[src/rtl/ac_rle_scheduler.sv]
// AC run-length scheduler: turns zigzag-ordered AC coefficients into
// (run, size, amplitude) symbols with ZRL insertion and EOB for trailing zeros.
module ac_rle_scheduler #(
  parameter int COEFF_W = 12
) (
  input  logic                      clk,
  input  logic                      rst_n,
  input  logic                      coeff_vld,
  input  logic signed [COEFF_W-1:0] coeff,
  output logic                      coeff_rdy,
  output logic                      sym_vld,
  input  logic                      sym_rdy,
  output logic [3:0]                sym_run,
  output logic [3:0]                sym_size,
  output logic [9:0]                sym_amp,
  output logic                      sym_eob,
  output logic                      sym_last
);

  typedef enum logic {S_RUN, S_ZRL} state_t;

  localparam logic signed [COEFF_W-1:0] C_MAX = COEFF_W'(1023);
  localparam logic signed [COEFF_W-1:0] C_MIN = COEFF_W'(-1023);

  state_t      state, state_n;
  logic [5:0]  idx, idx_n;
  logic [5:0]  zcnt, zcnt_n;
  logic [3:0]  hold_size, hold_size_n;
  logic [9:0]  hold_amp, hold_amp_n;
  logic        hold_last, hold_last_n;

  logic        slot_free, accept, is_zero;
  logic        load, ld_eob, ld_last;
  logic [3:0]  ld_run, ld_size;
  logic [9:0]  ld_amp;

  logic signed [COEFF_W-1:0] c_clamp, c_abs;
  logic        c_neg;
  logic [9:0]  c_mag, amp_mask, c_amp;
  logic [3:0]  c_size;

  assign slot_free = !sym_vld || sym_rdy;
  assign coeff_rdy = (state == S_RUN) && slot_free;
  assign accept    = coeff_vld && coeff_rdy;
  assign is_zero   = (coeff == '0);

  // Negative amplitude is the one's complement of |c| within the size field.
  always_comb begin
    if (coeff > C_MAX)      c_clamp = C_MAX;
    else if (coeff < C_MIN) c_clamp = C_MIN;
    else                    c_clamp = coeff;
    c_neg  = c_clamp[COEFF_W-1];
    c_abs  = c_neg ? -c_clamp : c_clamp;
    c_mag  = c_abs[9:0];
    c_size = '0;
    for (int unsigned b = 0; b < 10; b++) begin
      if (c_mag[b]) c_size = 4'(b + 1);
    end
    amp_mask = 10'((11'd1 << c_size) - 11'd1);
    c_amp    = c_neg ? (~c_mag & amp_mask) : c_mag;
  end

  always_comb begin
    state_n     = state;
    idx_n       = idx;
    zcnt_n      = zcnt;
    hold_size_n = hold_size;
    hold_amp_n  = hold_amp;
    hold_last_n = hold_last;
    load        = 1'b0;
    ld_run      = '0;
    ld_size     = '0;
    ld_amp      = '0;
    ld_eob      = 1'b0;
    ld_last     = 1'b0;
    if (state == S_RUN) begin
      if (accept) begin
        idx_n = (idx == 6'd63) ? 6'd1 : idx + 6'd1;
        if (is_zero) begin
          if (idx == 6'd63) begin
            load    = 1'b1;
            ld_eob  = 1'b1;
            ld_last = 1'b1;
            zcnt_n  = '0;
          end else begin
            zcnt_n = zcnt + 6'd1;
          end
        end else if (zcnt < 6'd16) begin
          load    = 1'b1;
          ld_run  = zcnt[3:0];
          ld_size = c_size;
          ld_amp  = c_amp;
          ld_last = (idx == 6'd63);
          zcnt_n  = '0;
        end else begin
          load        = 1'b1;
          ld_run      = 4'd15;
          zcnt_n      = zcnt - 6'd16;
          hold_size_n = c_size;
          hold_amp_n  = c_amp;
          hold_last_n = (idx == 6'd63);
          state_n     = S_ZRL;
        end
      end
    end else if (slot_free) begin
      load = 1'b1;
      if (zcnt >= 6'd16) begin
        ld_run = 4'd15;
        zcnt_n = zcnt - 6'd16;
      end else begin
        ld_run  = zcnt[3:0];
        ld_size = hold_size;
        ld_amp  = hold_amp;
        ld_last = hold_last;
        zcnt_n  = '0;
        state_n = S_RUN;
      end
    end
  end

  always_ff @(posedge clk or negedge rst_n) begin
    if (!rst_n) begin
      state     <= S_RUN;
      idx       <= 6'd1;
      zcnt      <= '0;
      hold_size <= '0;
      hold_amp  <= '0;
      hold_last <= 1'b0;
      sym_vld   <= 1'b0;
      sym_run   <= '0;
      sym_size  <= '0;
      sym_amp   <= '0;
      sym_eob   <= 1'b0;
      sym_last  <= 1'b0;
    end else begin
      state     <= state_n;
      idx       <= idx_n;
      zcnt      <= zcnt_n;
      hold_size <= hold_size_n;
      hold_amp  <= hold_amp_n;
      hold_last <= hold_last_n;
      sym_vld   <= load || (sym_vld && !sym_rdy);
      if (load) begin
        sym_run  <= ld_run;
        sym_size <= ld_size;
        sym_amp  <= ld_amp;
        sym_eob  <= ld_eob;
        sym_last <= ld_last;
      end
    end
  end

endmodule

[config.mk]
export PLATFORM = sky130hd
export DESIGN_NAME = ac_rle_scheduler
export DESIGN_NICKNAME = d
export VERILOG_FILES = /design/src/rtl/ac_rle_scheduler.sv
export SDC_FILE = /design/constraint.sdc
export NUM_CORES = 1
export LEC_CHECK = 0
export ABC_CLOCK_PERIOD_IN_PS = 2200
export BUFFER_PORTS_ARGS = -buffer_cell sky130_fd_sc_hd__buf_4
export CORE_MARGIN = 1.5
export CORE_UTILIZATION = 25
export CTS_CLUSTER_DIAMETER = 40
export DETAILED_ROUTE_END_ITERATION = 8
export GPL_TIMING_DRIVEN = 0
export PLACE_DENSITY_LB_ADDON = 0.15
export SETUP_SLACK_MARGIN = 0.4
export SLEW_MARGIN = 20
export SYNTH_ARGS = -nofsm -noshare
export SYNTH_HDL_FRONTEND = slang
export SYNTH_SLANG_ARGS = --single-unit
[constraint.sdc]
create_clock -name clk -period 2.2 [get_ports clk]
set_input_delay 0.22 -clock clk [delete_from_list [all_inputs] [get_ports clk]]
set_output_delay 0.22 -clock clk [all_outputs]
set_load 0.1 [all_outputs]
==> out/qor.yml <==
global_route:
  antenna_found_initial: 0
  grt_pass1_wl_um: 16100
  grt_util_all_layers_pct: 15.3
  grt_overflow: 0
  grt_pass1_vias: 3030
  grt_max_degree: 50
finish:
  final_nets: 494
  seq_area_um2: 1230
  design_area_um2: 4860
  area_growth_pct: 51.0
  final_core_util_pct: 38.5
  n_antenna_cell: 0
  fillers: 1324
  layout-drive-gt1-share_pct: 40.7
  multi_input_area_um2: 2270
sta:
  finalWorstSetupSlack_ps: -1490
  layout_min_cycle_time_ps: 3690
  slew_headroom_pct: 56.1
  period_share_pct: 168
  tightest_slew_ps: 659
  setup_tns_ps: -25320
  setup_viol: 26
  finalClockSkew_ps: 3.80
  fmax_mhz: 271
  rsz0062_at_grt: "yes"
  drv_slew: 0
  hold_violations: 0
die:
  ios: 38
  dieArea_um2: 13600
  core_um2: 12600
  die_w_um: 117
  die_height_um: 117
  num_rows: 41
  initial_core_util_pct: 25.5
worst_setup_path:
  worstSetupPathType: "input pin to flop"
  cp_slowest_stage_delay_ps: 340
  r2r_cells: 8
  r2r-end: "sym_amp[3]$_DFFE_PN0P_"
  r2r-start: "sym_vld$_DFF_PN0_"
  ff2ff_setup_slack_ps: 180
  arrival_ps: 3870
  start_kind: "input pin"
  cp_cell_sequence: "buf_4 -> nor4_4 -> nand3_1 -> nand3_2 -> ha_4 -> buf_8 -> buf_8 -> clkinv_4 -> a21oi_4 -> ha_4 -> buf_8 -> a211o_1 -> a211oi_4 -> nor2_4 -> nor4b_4 -> nand2_2 -> ha_4 -> nor3_4 -> a311oi_2 -> nor2_1 -> a221o_1"
  crit_fanout: 5
  crit_path_top_delay_cell: "nor4b_4"
  cp-end-kind: "flop"
  cp.required_ps: 2380
status:
  status: "finished with violations"
  violations: "negative setup slack"
job:
  cap_violations: 0
synthesis:
  ys.flop_type: "dfrtp_1"
  synthArstFlopShare_pct: 100
  yosysSeqAreaShare_pct: 38.1
  avgSynthCellArea_um2: 8.54
  synthesis.nets: 398
  synth_edf_count: 0
  syn_inst: 377
  netlist_area_um2: 3220
  synth_seq_cells: 49
  synth.distinct_cells: 72
  yosysWarnings: 0
placement:
  portBuffers: 34
  pre_cts_ws_ps: -2600
  place_area_um2: 3900
  gp_routability_congestion: 0.825
  dpl.hpwl_um: 6950
detailed_routing:
  wl_met1_um: 4920
  via_per_inst: 5.06
  wl_um: 10300
  drt_iter0_drc: 170
  post-route-drc-count: 0
  maxUsedRoutingLayer: "met4"
  wl_met3_um: 318
  routed-wl-met2_um: 4920
  first_pass_iters: 4
  wire_per_inst_um: 15.9
  vias: 3269
  drtAntennaViolNets: 0
hold_path:
  hold_path_depth: 4
  hold_path_end: "idx[1]$_DFFE_PN0P_"
  min_from: "coeff_vld"
  hold_class: "input pin to flop"
cts:
  clock_path_buffers: 2
  path_clk_slew_ps: 70
  cts_tree: "yes"
  cts_sinks: 49
  worstSkewPairLatency_ps: 290
  h-tree-depth: 2
  numCtsBuffers: 5
  cts-root-buf: "clkbuf_16"
power:
  p_leak_nw: 2.02
  ir_worst_vdd_v: 0.000330
  power.density_nw_per_um2: 651
[worst max-delay path by stage]
stage	start	to	slack, ps
floorplan	coeff[4]	sym_amp[1]$_DFFE_PN0P_	-1670
global placement	coeff[4]	sym_amp[1]$_DFFE_PN0P_	-2590
detailed placement	coeff[4]	sym_amp[1]$_DFFE_PN0P_	-2600
CTS	coeff[2]	sym_amp[1]$_DFFE_PN0P_	-1450
global route	coeff[2]	sym_amp[1]$_DFFE_PN0P_	-1640
finish	coeff[8]	sym_amp[1]$_DFFE_PN0P_	-1490
[metal layers]
metal	vias to the layer above	track usage, %
met5	-	0
met1	1592	21.3
met4	0	5.04
met3	9	1.71
met2	77	24.9
li1	1591	-
[worst max-delay path: cells and delay by family]
kind                       cells  cell delay, ps
AOI/OAI and AO/OA              5            1190
adders and majority gates      3             710
buffers and inverters          5             560
and+or+nand+nor                8            1180
[state kept, by name, summed over array words and instances (netlist names)]
| register | flops |
|---|---|
| hold_amp | 10 |
| sym_amp | 10 |
| idx | 6 |
| zcnt | 6 |
| hold_size | 4 |
| sym_run | 4 |
| sym_size | 4 |
| hold_last | 1 |
| state | 1 |
| sym_eob | 1 |
| sym_last | 1 |
| sym_vld | 1 |
[placed cells by master (no fill, tap or decap), types with 7 or more instances in the layout]
cell type   n
nand2_2     8
nand4_1     7
a22oi_1    13
buf_8       7
nor2_1     22
o21ai_0    23
a21oi_1    17
buf_4      72
o21ai_1    19
dfrtp_1    47
buf_6      14
nand2_1    41
nor2b_1    10
o31ai_1     7
[power by group]
part	switching, mW	total (mW)	internal, mW	leakage, nW
clock network	0.339	0.791	0.453	0.0768
registers	0.0708	1.07	0.999	0.649
logic	0.836	1.31	0.471	1.29
total	1.25	3.17	1.92	2.02
[cell type report]
type / count / area share (%)
Tap cell: 172 / 4.43
Inverter: 6 / 0.618
Buffer: 23 / 4.12
Clock buffer: 6 / 2.86
Sequential cell: 49 / 25.3
Clock inverter: 2 / 0.283
Multi-Input combinational cell: 299 / 46.7
Timing Repair Buffer: 89 / 15.7
[kinds of logic after synthesis]
family | Yosys count | share of synthesized area, %
adder cells (fa/ha/maj) | 5 | 1.94
AND/OR/NAND/NOR | 155 | 26.2
flip-flops | 49 | 38.1
XOR/XNOR | 6 | 1.63
buffers and inverters | 29 | 4.12
multiplexers | 4 | 1.40
AO/OA/AOI/OAI | 129 | 26.6
[synth_stat cells, drive strengths merged, types with 3 or more instances]
library cell | instances | area, um2
nand2 | 50 | 188
dfrtp | 48 | 1200
o21ai | 46 | 230
nor2 | 27 | 101
a21oi | 21 | 105
a22oi | 13 | 97.6
clkbuf | 13 | 50.0
nor3 | 13 | 104
nand3 | 11 | 55.1
nor2b | 11 | 68.8
buf | 10 | 60.1
o31ai | 10 | 80.1
a31oi | 7 | 58.8
nand4 | 7 | 43.8
nand2b | 6 | 40.0
nor4 | 6 | 52.6
ha | 5 | 62.6
inv | 5 | 18.8
and2 | 4 | 25.0
and3 | 4 | 25.0
xnor2 | 4 | 35.0
a221o | 3 | 30.0
a311oi | 3 | 32.5
mux2i | 3 | 33.8
nor4b | 3 | 47.5
o21bai | 3 | 22.5
or2 | 3 | 18.8
or3 | 3 | 18.8
[repair_timing]
action,in CTS,in global routing
resized for setup,47,51
cloned,2,1
pin swaps,33,25
setup endpoints to repair,37,36
endpoints found under the hold margin,48,0
hold buffers,1,0
setup buffers,33,18
[metrics by stage]
step,instances,power [mW],hold WS (ps)
floorplan,377,1.86,-75.6
global placement,583,2.12,293
detailed placement,583,2.12,291
CTS,627,3.09,286
global route,646,3.34,297
finish,646,3.17,291
Note: power is estimated with default switching activity, not from simulation.
